File: src/rtl/simd_alu_pipe.sv
// Two-stage pipelined SIMD ALU: lane-wise wrap, saturating and Q-format arithmetic
// with per-lane NZCV flags, a sticky saturation flag and valid/ready flow control.
module simd_alu_pipe #(
  parameter int LANES  = 4,
  parameter int LANE_W = 16,
  parameter int DATA_W = LANES * LANE_W
) (
  input  logic                 clk,
  input  logic                 reset,
  input  logic                 in_valid,
  output logic                 in_ready,
  input  logic [3:0]           op,
  input  logic [DATA_W-1:0]    a,
  input  logic [DATA_W-1:0]    b,
  output logic                 out_valid,
  input  logic                 out_ready,
  output logic [DATA_W-1:0]    result,
  output logic [4*LANES-1:0]   flags,
  output logic                 sat_sticky,
  input  logic                 clear_sat
);

  localparam logic [3:0] OP_ADD  = 4'b0000;
  localparam logic [3:0] OP_SUB  = 4'b0001;
  localparam logic [3:0] OP_MUL  = 4'b0010;
  localparam logic [3:0] OP_LSR  = 4'b0011;
  localparam logic [3:0] OP_LSL  = 4'b0100;
  localparam logic [3:0] OP_ASR  = 4'b0101;
  localparam logic [3:0] OP_ADDS = 4'b0110;
  localparam logic [3:0] OP_SUBS = 4'b0111;
  localparam logic [3:0] OP_MULQ = 4'b1000;

  localparam logic [LANE_W-1:0] SMAX = {1'b0, {(LANE_W-1){1'b1}}};
  localparam logic [LANE_W-1:0] SMIN = {1'b1, {(LANE_W-1){1'b0}}};

  logic                  s1_valid;
  logic [3:0]            s1_op;
  logic [DATA_W-1:0]     s1_a;
  logic [DATA_W-1:0]     s1_b;
  logic [2*DATA_W-1:0]   s1_prod;
  logic [2*DATA_W-1:0]   prod_in;
  logic [DATA_W-1:0]     res_next;
  logic [4*LANES-1:0]    flags_next;
  logic [LANES-1:0]      sat_lane;
  logic                  s2_load;

  assign s2_load  = !out_valid || out_ready;
  assign in_ready = !s1_valid || s2_load;

  genvar gi;
  generate
    for (gi = 0; gi < LANES; gi++) begin : g_lane
      logic [2*LANE_W-1:0] pa, pb, p;
      logic [LANE_W-1:0]   la, lb, r;
      logic [LANE_W:0]     sum, diff;
      logic                add_v, sub_v, q_ovf, c, v, sat, op_ok;

      // Sign-extended operands so the low 2*LANE_W bits of the product are the signed product.
      assign pa = {{LANE_W{a[gi*LANE_W+LANE_W-1]}}, a[gi*LANE_W +: LANE_W]};
      assign pb = {{LANE_W{b[gi*LANE_W+LANE_W-1]}}, b[gi*LANE_W +: LANE_W]};
      assign prod_in[gi*2*LANE_W +: 2*LANE_W] = pa * pb;

      assign la = s1_a[gi*LANE_W +: LANE_W];
      assign lb = s1_b[gi*LANE_W +: LANE_W];
      assign p  = s1_prod[gi*2*LANE_W +: 2*LANE_W];

      assign sum   = {1'b0, la} + {1'b0, lb};
      assign diff  = {1'b0, la} + {1'b0, ~lb} + (LANE_W+1)'(1);
      assign add_v = (la[LANE_W-1] == lb[LANE_W-1]) && (sum[LANE_W-1] != la[LANE_W-1]);
      assign sub_v = (la[LANE_W-1] != lb[LANE_W-1]) && (diff[LANE_W-1] != la[LANE_W-1]);
      // Q result is p[2W-2:W-1]; it only fails to fit when the top two product bits differ (min*min).
      assign q_ovf = p[2*LANE_W-1] != p[2*LANE_W-2];

      always_comb begin
        r     = '0;
        c     = 1'b0;
        v     = 1'b0;
        sat   = 1'b0;
        op_ok = 1'b1;
        case (s1_op)
          OP_ADD:  begin r = sum[LANE_W-1:0];  c = sum[LANE_W];  v = add_v; end
          OP_SUB:  begin r = diff[LANE_W-1:0]; c = diff[LANE_W]; v = sub_v; end
          OP_MUL:  r = p[LANE_W-1:0];
          OP_LSR:  r = la >> lb;
          OP_LSL:  r = la << lb;
          OP_ASR:  r = $signed(la) >>> lb;
          OP_ADDS: begin
            c = sum[LANE_W];
            v = add_v;
            sat = add_v;
            r = add_v ? (la[LANE_W-1] ? SMIN : SMAX) : sum[LANE_W-1:0];
          end
          OP_SUBS: begin
            c = diff[LANE_W];
            v = sub_v;
            sat = sub_v;
            r = sub_v ? (la[LANE_W-1] ? SMIN : SMAX) : diff[LANE_W-1:0];
          end
          OP_MULQ: begin
            v = q_ovf;
            sat = q_ovf;
            r = q_ovf ? (p[2*LANE_W-1] ? SMIN : SMAX) : p[2*LANE_W-2:LANE_W-1];
          end
          default: op_ok = 1'b0;
        endcase
      end

      assign res_next[gi*LANE_W +: LANE_W] = r;
      assign flags_next[gi*4 +: 4] = op_ok ? {r[LANE_W-1], ~|r, c, v} : 4'b0000;
      assign sat_lane[gi] = sat;
    end
  endgenerate

  always_ff @(posedge clk or negedge reset) begin
    if (!reset) begin
      s1_valid <= 1'b0;
      s1_op    <= '0;
      s1_a     <= '0;
      s1_b     <= '0;
      s1_prod  <= '0;
    end else if (in_ready) begin
      s1_valid <= in_valid;
      if (in_valid) begin
        s1_op   <= op;
        s1_a    <= a;
        s1_b    <= b;
        s1_prod <= prod_in;
      end
    end
  end

  always_ff @(posedge clk or negedge reset) begin
    if (!reset) begin
      out_valid  <= 1'b0;
      result     <= '0;
      flags      <= '0;
      sat_sticky <= 1'b0;
    end else begin
      if (s2_load) begin
        out_valid <= s1_valid;
        if (s1_valid) begin
          result <= res_next;
          flags  <= flags_next;
        end
      end
      // A saturating op landing in the output register beats a simultaneous clear.
      if (s2_load && s1_valid && |sat_lane)
        sat_sticky <= 1'b1;
      else if (clear_sat)
        sat_sticky <= 1'b0;
    end
  end

endmodule

File: config.mk
export PLATFORM = sky130hd
export DESIGN_NAME = simd_alu_pipe
export DESIGN_NICKNAME = d
export VERILOG_FILES = /design/src/rtl/simd_alu_pipe.sv
export SDC_FILE = /design/constraint.sdc
export NUM_CORES = 2
export LEC_CHECK = 0
export BUFFER_PORTS_ARGS = -buffer_cell sky130_fd_sc_hd__buf_2
export CORE_ASPECT_RATIO = 1.25
export CORE_MARGIN = 2
export CORE_UTILIZATION = 35
export CTS_CLUSTER_SIZE = 25
export DETAILED_ROUTE_END_ITERATION = 6
export PLACE_DENSITY = 0.64
export SLEW_MARGIN = 0
export SYNTH_ARGS = -nofsm -noshare
export SYNTH_HDL_FRONTEND = slang
export SYNTH_SLANG_ARGS = --single-unit
File: constraint.sdc
create_clock -name clk -period 5.6 [get_ports clk]
set_input_delay 0.84 -clock clk [delete_from_list [all_inputs] [get_ports clk]]
set_output_delay 0.84 -clock clk [all_outputs]
set_load 0.02 [all_outputs]
==> metrics.txt <==
drt total wl 254400 microns; DIE AREA just over 0.2 sq mm; met1 Track Usage GR between 30% and 40%; Synth area leaders fa_1 31%, dfrtp_1 12%, ha_1 8.4%; Buf+Inv Stages, Crit Path 3; multi-input logic area roughly 0.057 sq mm; Avg Inst Size Synth 8.539 sq um; Syn Inst Count around 8k; drt drc 0; clk sink count roughly 340; initial antenna violation count 11; type of the tightest min-delay check input pin to asynchronous set/reset pin; final hold violations 0; Worst Tran Pin Value approximately 1.1 ns; Bufs on Longest Clock Path 3; DR iter-0 viols around 5.0k; vias in the first global route about 66k; Setup Crit Path Kind input pin to register; critical path data required time about 6 ns; Top FF cell, synth dfrtp_1; CTS buffer count 43; CP top delay family adder cells; Clk pin slew, worst setup/hold paths approximately 0.06 ns; post-synthesis sequential area ratio roughly 12%; Syn Std Cell Area slightly below 0.07 sq mm; drt first pass iters 6; CP Capture Type register; core area 0.1970 sq mm; final worst slack -0.7463 ns; top cells by count, synth 1264 x inv_1, 1194 x nand2_1, 1060 x fa_1; Std-Cell Rows between 150 and 200; Routed wire per std cell 21.90 microns; unrepaired setup endpoints after global routing true; # port buffers 219; FMAX around 160 MHz; Tcrit/Tclk final 113.3%; Cell Area, Placed ~0.080 sq mm; Final setup viols 37; post-synth cell types roughly 100; number of enable flip-flop cells after synthesis 0; routability congestion estimate between 1 and 1.5; cell taking the most area after synthesis fa_1; Fillers a little under 20k; CP max stage delay 0.60 ns; Synthesized Nets 9789; FF+latch area ~0.0086 sq mm; Fin Clk Skew between 0.03 and 0.04 ns; DP Worst Slack -1.473 ns; Vias/cell between 5 and 6; GRT Max-Usage Layer met2; Skew-Pair Late Insertion Delay roughly 0.64 ns; critical path fanouts, max 7; fin crit period 6.346 ns; failing checks negative setup slack; share of cells above drive strength 1 about 22%; met2 Usage GRT 42.81%; H-tree depth 2; Starting Density 35.23%; MaxCap Viol Count 0; # hold bufs at CTS 0; Clock Root Buffer clkbuf_16; crit-path cells buf_4 > and2_1 > fa_1 > fa_1 > fa_1 > fa_2 > fa_1 > inv_1 > fa_1 > inv_2 > ha_4 > and4_1 > and2_4 > o21ai_2 > or4b_4 > o211ai_1 > a31oi_1 > or4_1 > a31oi_1 > xor2_1 > o21ai_1; Layout area overhead 22.58%; Design Area, Final approximately 0.085 sq mm; met3 Track Usage GR roughly 3.3%; nets@finish between 10k and 15k; crit path DAT 6.81 ns; CP dominant cell by count fa_1; Slowest cell on crit path fa_1; count leader, synth inv_1; TritonCTS clock tree built; routed via count about 63k; Die Wd between 400 and 500 microns; Synth top area share 30.58%; crit start category input pin; HPWL after DPL between 200000 and 250000 microns; largest net degree at the start of global routing roughly 120; I/O pin total 220; asr flop ratio synth 100.0%; die height 501.9 microns; GR Util All Layers about a quarter; status finished, violations left; Synth Warn # 0; first-pass GRT wire length a little under 400000 microns; Final ANT Viol Nets 0; Slew Viols, Final 0; max_slew headroom 27.00%; total grt overflow 0; synthesis-stage register bit count 343
worst register-to-register path: stages, from the launching register on:
cell,delay [ns]
dfrtp_1,0.42
ha_1,0.26
or3_1,0.39
or2_2,0.30
o211ai_1,0.30
a21o_1,0.21
a21oi_1,0.11
a21oi_1,0.17
o21ai_0,0.10
a21o_1,0.21
fa_2,0.47
buf_4,0.18
a221oi_1,0.29
o21ai_0,0.14
a2111oi_1,0.70
o311ai_0,0.40
nor4_2,0.36
nand4_1,0.14
o21ai_1,0.15
per-layer routing:
layer  wire (microns)  vias to the layer above
met5               65                        -
met2           124300                     2331
met3            16410                      564
met1           101800                    31760
li1                 -                    28230
met4            11860                        8
placed cells by master (no fill, tap or decap), drive strengths merged, types with 18 or more instances in the layout:
cell / synthesis / final
inv: 1271 / 1276
buf: 97 / 1274
nand2: 1194 / 1194
fa: 1060 / 1060
and2: 503 / 503
o21ai: 467 / 467
ha: 464 / 464
a21oi: 380 / 380
nor2: 374 / 374
dfrtp: 343 / 343
xnor2: 147 / 147
nor3: 111 / 111
mux2i: 98 / 98
a21o: 87 / 87
mux4: 83 / 83
nand3: 74 / 74
a211oi: 71 / 71
nand2b: 63 / 63
mux2: 60 / 60
clkbuf: 348 / 59
xor2: 52 / 52
a31oi: 51 / 51
nor4: 45 / 45
o211ai: 43 / 43
o31ai: 43 / 43
o21a: 40 / 40
nor2b: 36 / 36
o21bai: 34 / 34
a2111oi: 32 / 32
a221oi: 29 / 29
nand4: 28 / 28
and3: 28 / 28
or3: 27 / 27
a221o: 23 / 23
o22ai: 21 / 21
o221ai: 21 / 21
a211o: 18 / 18
or4: 18 / 18
clkinv: 7 / 18
final cells by class:
cell class              instances  share of cell area [%]
multi-input cells            6062                   66.55
well taps                    2576                   3.789
inverters                    1278                   5.646
clock inverters                22                  0.2588
repair buffers               1280                   12.27
flip-flops and latches        343                   10.10
diodes                          2                0.005883
clock buffers                  53                   1.380
repair_timing:
action                                  4_1_cts  5_1_grt
endpoints found under the setup margin       55       73
hold endpoints to repair                      0        0
pin swaps                                   231      227
setup buffers                                68       35
gates resized for setup                     432      340
gates cloned                                  0        1
sequential cells by signal, indices dropped and copies added (netlist names):
name,flops
s1_a,64
sat_sticky,1
s1_op,4
s1_valid,1
flags,16
s1_prod,128
s1_b,64
out_valid,1
result,64
kinds of logic (layout without fill, tap and decap cells):
logic type | after synthesis | after routing | share of synthesized area [%]
simple gates | 2567 | 2567 | 17.43
xor+xnor | 199 | 199 | 2.511
compound gates | 1531 | 1531 | 14.18
flops | 343 | 343 | 12.37
other cells | 0 | 2 | 0
mux | 241 | 241 | 5.080
buf+inv | 1723 | 2633 | 9.490
fa+ha+maj | 1524 | 1524 | 38.94
worst paths after layout:
path | to | start | cells after the start | slack, ns
worst max-delay path | s1_prod[94] | b[45] | 21 | -0.75
worst min-delay path | result[41] | reset | 1 | 0.21
worst max register to register | flags[14] | s1_a[52] | 18 | 0.22
worst min register to register | result[31] | result[31] | 2 | 0.47
max in group asynchronous | s1_prod[59] | reset | 2 | 4.25
min in group clk | sat_sticky | clear_sat | 2 | 0.40
through the flow:
stage	setup TNS [ns]	hold WS [ns]	std cells	util, %
after global routing	-17.41	0.2854	11620	43.19
final	-9.109	0.2092	11620	43.19
after detailed placement	-64.19	0.4596	11450	40.76
after global placement	-60.01	0.4524	11450	40.76
after CTS	-9.408	0.2712	11590	42.45
after floorplan	-20.00	0.4386	8128	-
Power is not shown: default switching activity piles up to over one toggle a cycle in this logic, so the estimate is an artifact.
